$ cat src/rtl/pc_sequencer.sv
// Program-counter sequencer with a BOOT/RUN/HALT FSM, branch/jump/jr redirects and stall/halt control.
// Define BRANCH_DELAY_SLOT_EN to give redirects one architectural delay slot before the target is fetched.
module pc_sequencer #(
  parameter int               WIDTH        = 32,
  parameter logic [WIDTH-1:0] RESET_VECTOR = '0
) (
  input  logic             clk,
  input  logic             rst_n,
  input  logic             stall,
  input  logic             halt,
  input  logic             branch,
  input  logic [WIDTH-1:0] branch_imm,
  input  logic             jump,
  input  logic [25:0]      jump_index,
  input  logic             jr,
  input  logic [WIDTH-1:0] jr_target,
  output logic [WIDTH-1:0] pc,
  output logic [WIDTH-1:0] pc_plus4,
  output logic             valid,
  output logic             halted,
  output logic             misaligned
);

  typedef enum logic [1:0] {
    BOOT = 2'd0,
    RUN  = 2'd1,
    HALT = 2'd2
  } state_t;

  state_t           state_reg, state_next;
  logic [WIDTH-1:0] pc_reg, pc_next;
  logic             misaligned_reg, misaligned_next;
  logic [WIDTH-1:0] pc_plus4_w;
  logic [WIDTH-1:0] branch_target, jump_target, jr_aligned, redirect_target;
  logic             jr_unaligned;

  assign pc_plus4_w    = pc_reg + WIDTH'(4);
  assign branch_target = pc_plus4_w + (branch_imm << 2);
  assign jump_target   = {pc_plus4_w[WIDTH-1:28], jump_index, 2'b00};
  assign jr_aligned    = {jr_target[WIDTH-1:2], 2'b00};
  assign jr_unaligned  = jr && (jr_target[1:0] != 2'b00);

  // Redirect priority jr > jump > branch; falls through to sequential fetch.
  always_comb begin
    redirect_target = pc_plus4_w;
    if (jr) begin
      redirect_target = jr_aligned;
    end else if (jump) begin
      redirect_target = jump_target;
    end else if (branch) begin
      redirect_target = branch_target;
    end
  end

`ifdef BRANCH_DELAY_SLOT_EN
  logic             pend_valid_reg, pend_valid_next;
  logic [WIDTH-1:0] pend_target_reg, pend_target_next;
  logic             redirect_req;

  assign redirect_req = jr || jump || branch;
`endif

  // State register and datapath registers
  always_ff @(posedge clk or negedge rst_n) begin
    if (!rst_n) begin
      state_reg       <= BOOT;
      pc_reg          <= RESET_VECTOR;
      misaligned_reg  <= 1'b0;
`ifdef BRANCH_DELAY_SLOT_EN
      pend_valid_reg  <= 1'b0;
      pend_target_reg <= '0;
`endif
    end else begin
      state_reg       <= state_next;
      pc_reg          <= pc_next;
      misaligned_reg  <= misaligned_next;
`ifdef BRANCH_DELAY_SLOT_EN
      pend_valid_reg  <= pend_valid_next;
      pend_target_reg <= pend_target_next;
`endif
    end
  end

  // Next-state and next-pc logic
  always_comb begin
    state_next      = state_reg;
    pc_next         = pc_reg;
    misaligned_next = 1'b0;
`ifdef BRANCH_DELAY_SLOT_EN
    pend_valid_next  = pend_valid_reg;
    pend_target_next = pend_target_reg;
`endif
    case (state_reg)
      BOOT: begin
        state_next = RUN;
      end
      RUN: begin
        if (halt) begin
          state_next = HALT;
        end else if (!stall) begin
`ifdef BRANCH_DELAY_SLOT_EN
          if (pend_valid_reg) begin
            // Delay slot already fetched: apply the captured target, ignore new redirects.
            pc_next         = pend_target_reg;
            pend_valid_next = 1'b0;
          end else begin
            pc_next = pc_plus4_w;
            if (redirect_req) begin
              pend_valid_next  = 1'b1;
              pend_target_next = redirect_target;
              misaligned_next  = jr_unaligned;
            end
          end
`else
          pc_next         = redirect_target;
          misaligned_next = jr_unaligned;
`endif
        end
      end
      HALT: begin
        state_next = HALT;
      end
      default: begin
        state_next = BOOT;
      end
    endcase
  end

  // Outputs
  always_comb begin
    pc         = pc_reg;
    pc_plus4   = pc_plus4_w;
    valid      = (state_reg == RUN) && !stall;
    halted     = (state_reg == HALT);
    misaligned = misaligned_reg;
  end

endmodule
$ cat config.mk
export PLATFORM = sky130hd
export DESIGN_NAME = pc_sequencer
export DESIGN_NICKNAME = d
export VERILOG_FILES = /design/src/rtl/pc_sequencer.sv
export SDC_FILE = /design/constraint.sdc
export NUM_CORES = 1
export LEC_CHECK = 0
export BUFFER_PORTS_ARGS = -buffer_cell sky130_fd_sc_hd__buf_2
export CORE_UTILIZATION = 31
export CTS_CLUSTER_SIZE = 25
export DETAILED_ROUTE_END_ITERATION = 10
export PLACE_DENSITY = 0.61
export SKIP_LAST_GASP = 1
export SYNTH_ARGS = -nofsm -noshare
export SYNTH_HDL_FRONTEND = slang
export SYNTH_SLANG_ARGS = --single-unit
export TNS_END_PERCENT = 10
$ cat constraint.sdc
create_clock -name clk -period 7.07 [get_ports clk]
set_input_delay 0.707 -clock clk [delete_from_list [all_inputs] [get_ports clk]]
set_output_delay 0.707 -clock clk [all_outputs]
set_load 0.02 [all_outputs]
* Word level (Yosys, flattened, before mapping)
Cells that the tools add are included.
** Storage, ports and cells
- Bits in registers :: 35
- Input port bits :: 97
- Word-level logic and storage cells :: 24
** Cells by class
- Add/sub/neg operators :: 2
- Eq/ne operators :: 3
- Mux-type cells :: 8
- Bitwise logic cells :: 2
- Reduce and logical (&&, ||, !) cells :: 6
** Operators by type and width (number)
- 2-to-1 mux 32 bit :: 3
- adder 32 x 3 -> 32 bit (second input constant) :: 1
- adder 32 bit :: 1
- one-hot mux 2 bit (3 select lines) :: 1
- 2-to-1 mux 1 bit :: 3
- AND reduction 3 bit :: 1
- equality test 2 x 1 -> 1 bit (second input constant) :: 1
- equality test 2 bit (second input constant) :: 1
- logical AND 1 bit :: 2
- logical NOT 2 bit :: 1
- 2-to-1 mux 2 bit :: 1
- inequality test 2 bit (second input constant) :: 1
- inverter 1 bit :: 2
- nonzero test 2 bit :: 1
- logical NOT 1 bit :: 1

* Depth between registers and ports, before layout
- Word-level depth :: 5
- Mapped depth :: 17
- Gate-level depth less buffers :: 16

* Least setup slack after synthesis
OpenSTA, ideal clock, no wires.
- Path kind :: reg2reg
- Start point :: register pc_reg[2], in the netlist pc[2]
- End point :: register pc_reg[27], in the netlist pc[27]
- Setup time :: 0.117 ns
- Data arrival time :: 3.836 ns
- Setup slack :: 3.117 ns
- Cell stages (with the launch flop) :: 16
- Buffers on the path :: 0
- Cell sequence :: dfrtp_1 -> ha_1 -> nand4_1 -> nor2_1 -> and4_1 -> xor2_1 -> ha_1 -> and3_1 -> nand4_1 -> a2111oi_0 -> or4b_4 -> a31oi_2 -> o31ai_1 -> or2_0 -> nand4_1 -> nand2_1
** On the way
- Word-level cells in the longest chain between the ends :: 5
** Ends and longest elaborated chain
- start, declared :: RTL line 31 : logic [WIDTH-1:0] pc_reg, pc_next;
- start signal, assigned :: RTL line 75 : pc_reg <= pc_next;
- adder 32 x 3 -> 32 bit :: RTL line 37 : assign pc_plus4_w = pc_reg + WIDTH'(4);
- net pc_plus4[18] :: RTL line 18 : output logic [WIDTH-1:0] pc_plus4,
- adder 32 bit :: RTL line 38 : assign branch_target = pc_plus4_w + (branch_imm << 2);
- 2-to-1 mux 32 bit :: RTL line 50 : end else if (branch) begin
- 2-to-1 mux 32 bit :: RTL line 48 : end else if (jump) begin
- 2-to-1 mux 32 bit :: RTL line 46 : if (jr) begin
The timed path passes the listed nets, and every way through them passes these cells.
A chain may end at the register's enable or synchronous reset.

* Worst setup path in the final report
- Start point :: register pc_reg[2], in the netlist pc[2]
- End point :: register pc_reg[25], in the netlist pc[25]
** On the way
- Word-level cells in the longest chain between the ends :: 5
** Ends and longest elaborated chain (RTL line)
- adder 32 x 3 -> 32 bit (*) :: 37
- adder 32 bit :: 38
- 2-to-1 mux 32 bit (*) :: 50
- 2-to-1 mux 32 bit (*) :: 48
- 2-to-1 mux 32 bit (*) :: 46
Every way passes the cells marked *; elsewhere a longest branch is shown, timed or not.

==> impl_metrics.ini <==
[outcome]
status = complete, no violations

[logic_synthesis]
syn_area_mm2 = 0.00435
yosysWarnings = 0
netlist_top_cells_count = nand2_1, a21oi_1, nor2_1
async_reset_ff_share_pct = 100
synth_edf_count = 0
synth_top_area_share_pct = 19.0
synthCells = 559
ys_seq_elements = 33
synth.most_common_cell = nand2_1
synth_flop_cell = dfrtp_1
yosysTopAreaCell = dfrtp_1
synth_cell_types = 73
synthTopCellsByArea = dfrtp_1, ha_1, xnor2_1, a21oi_1, nand2_1
avgSynthCellArea_um2 = 7.78
seq_area_frac_synth_pct = 19.0

[cells_and_area]
area_delta_synth_final_pct = 23.8
postLayoutCoreUtil_pct = 40.0
drive_gt1_share_pct = 27.3
largest_register_ffs = 30
fin_cells = 880
layout.nets = 840
fill_cells = 1471
antenna_cells = 0
final_design_area_no_fill_mm2 = 0.00539

[cts]
cts.sinks = 33
cts-root-buf = clkbuf_16
h-tree-depth = 2
clock_latency_ps = 280
clk_path_buf_depth = 2
post_cts_buffers = 0
cts_resized = 0
hold_buffers = 0
clk_pin_slew_ps = 60
cts_tree = done
cts_made_buffers = 5

[worst_setup_path]
cp.arrival_ps = 4790
cpLargestDelayFamily = simple AND/OR/NAND/NOR gates
path_max_fanout = 7
reg2reg_to = pc[25]
cp-end-kind = flop
r2r_start = pc[2]
cpMaxStageDelayCell = or4b_4
cpPeakStageDelay_ps = 650
crit_buf_inv = 0
path_class = flop to flop
r2r_slack_ps = 2480
critPathLaunchType = flop
reg2regPathDepth = 15
worstPathCellList = ha_1 -> nand4_1 -> nor2_1 -> and4_1 -> xor2_1 -> ha_1 -> and3_1 -> nand4_1 -> a2111oi_0 -> or4b_4 -> a31oi_2 -> o21bai_1 -> xor2_1 -> nand2_1 -> a31oi_1
required_ps = 7260

[timing]
fin_crit_sh_pct = 65.0
max_clock_freq_ghz = 0.218
relSlewSlack_pct = 44.6
final_hold_viol_count = 0
tightest_slew_ps = 831
min_period_ps = 4590
finalSetupViolations = 0
rsz0062_at_grt = false
setup-tns-final_ps = 0
slew_viol_final = 0
clock_skew_ps = 4.21

[routing]
vias_per_cell = 5.42
dr.pass1.iters = 4
drt_iter0_markers = 322
postRouteAntennaNets = 0
drt_wl_total_mm = 15.9
vias = 4771
drc = 0
post_drt_wl_per_cell_um = 18.1

[pwr]
pwr-share-seq_pct = 18.7
power.total_mw = 2.31
p_leak_nw = 2.56
pwr_density_cell_mw_per_mm2 = 429
peakVddDrop_v = 0.000142
clkPwrFrac_pct = 9.3
p_int_mw = 1.06
pwr-share-comb_pct = 72.0
power_switching_mw = 1.25
swShare_pct = 54.1

[floorplan]
dieArea_mm2 = 0.0145
start_util_pct = 32.3
io_pins = 164
die_x_um = 120
die_y_um = 120
rows = 42
core_mm2 = 0.0135

[global_routing]
gr-usage-all-layers_pct = 21.9
overflow = 0
antenna_found_initial = 0
grt_pass1_wl_mm = 24.7
grt_pass1_vias = 4575
grt_max_degree = 39

[worst_hold_path]
hold_path_class = input port to async pin

[placed_design]
port_buffers = 157
gp_routability_congestion = 0.906
placed_area_mm2 = 0.00525
dp_cells = 872
hpwlAfterDp_mm = 12.4

[job]
maxCapViolations = 0
metal layers:
layer  GRT usage (%)  share of wire (%)
met1            30.3                 47
met2            37.0                 46
met3            1.93                5.2
met4            4.63                1.4
met5               0                  0
through the flow:
| stage | hold slack [ps] | worst slack, ps |
|---|---|---|
| after detailed placement | 557 | 2550 |
| after floorplan | 411 | 3120 |
| final | 534 | 2480 |
| after global placement | 552 | 2640 |
| after global routing | 605 | 2250 |
| after CTS | 566 | 2540 |
layout by cell type (no fill, tap or decap), types with 3 or more instances in the layout:
cell / netlist / routed
xor2_1: 17 / 17
nor2_1: 46 / 46
nor2b_1: 6 / 5
a21oi_1: 48 / 48
or3_1: 4 / 4
buf_4: 4 / 4
inv_1: 13 / 13
nand2b_1: 8 / 8
o21a_1: 7 / 7
o211ai_1: 8 / 8
o21ai_1: 6 / 6
a31oi_1: 4 / 4
clkbuf_16: 0 / 5
nand4_1: 12 / 12
a211oi_1: 7 / 7
o22ai_1: 9 / 9
ha_1: 39 / 39
o31ai_1: 4 / 4
conb_1: 1 / 4
dfrtp_1: 33 / 33
nand3_1: 21 / 21
a21o_1: 11 / 11
clkbuf_1: 17 / 3
nor3_1: 11 / 11
buf_2: 1 / 157
o221ai_1: 3 / 3
nand2_1: 63 / 63
mux2i_1: 8 / 8
a311oi_1: 3 / 3
o21bai_1: 6 / 6
o21ai_0: 37 / 37
xnor2_1: 29 / 29
and3_1: 13 / 13
a221oi_1: 4 / 4
worst max path at each step:
stage | startpoint | end | slack [ps] | depth (start not counted)
3_3_place_gp | pc[3] | pc[25] | 2640 | 15
5_1_grt | pc[2] | pc[25] | 2250 | 15
3_5_place_dp | pc[2] | pc[25] | 2550 | 15
6_report | pc[2] | pc[25] | 2480 | 15
4_1_cts | pc[2] | pc[25] | 2540 | 15
2_1_floorplan | pc[2] | pc[27] | 3120 | 15
cells by family after synthesis:
logic type               after synthesis  synth area share [%]
AO/OA/AOI/OAI                        179                  27.1
XOR/XNOR                              47                  9.63
adder cells (fa/ha/maj)               40                  11.7
buffers and inverters                 42                  5.06
flip-flops                            33                  19.0
multiplexers                           8                  1.84
other                                  1                0.0862
AND/OR/NAND/NOR                      209                  25.6
worst reg2reg max path, delay by kind of cell, from the launching register on:
| family | cells | cell delay [ps] |
|---|---|---|
| AND/OR/NAND/NOR | 7 | 2160 |
| XOR/XNOR | 2 | 510 |
| AO/OA/AOI/OAI | 4 | 730 |
| flip-flops | 1 | 470 |
| adder cells (fa/ha/maj) | 2 | 640 |
cell type report:
cell class	instances	area, um2	share of cell area (%)
Timing Repair Buffer	161	816	15.1
Inverter	15	70.1	1.30
Multi-Input combinational cell	487	3320	61.6
Tap cell	176	220	4.09
Clock buffer	8	136	2.53
Sequential cell	33	826	15.3
power by group through the flow:
stage	combinational [mW]	clock [mW]	sequential, mW
CTS	1.66	0.221	0.431
global placement	1.65	0	0.430
floorplan	1.12	0	0.502
detailed placement	1.66	0	0.433
global route	1.83	0.230	0.449
finish	1.67	0.215	0.431
Power figures use the tool's default switching activity.
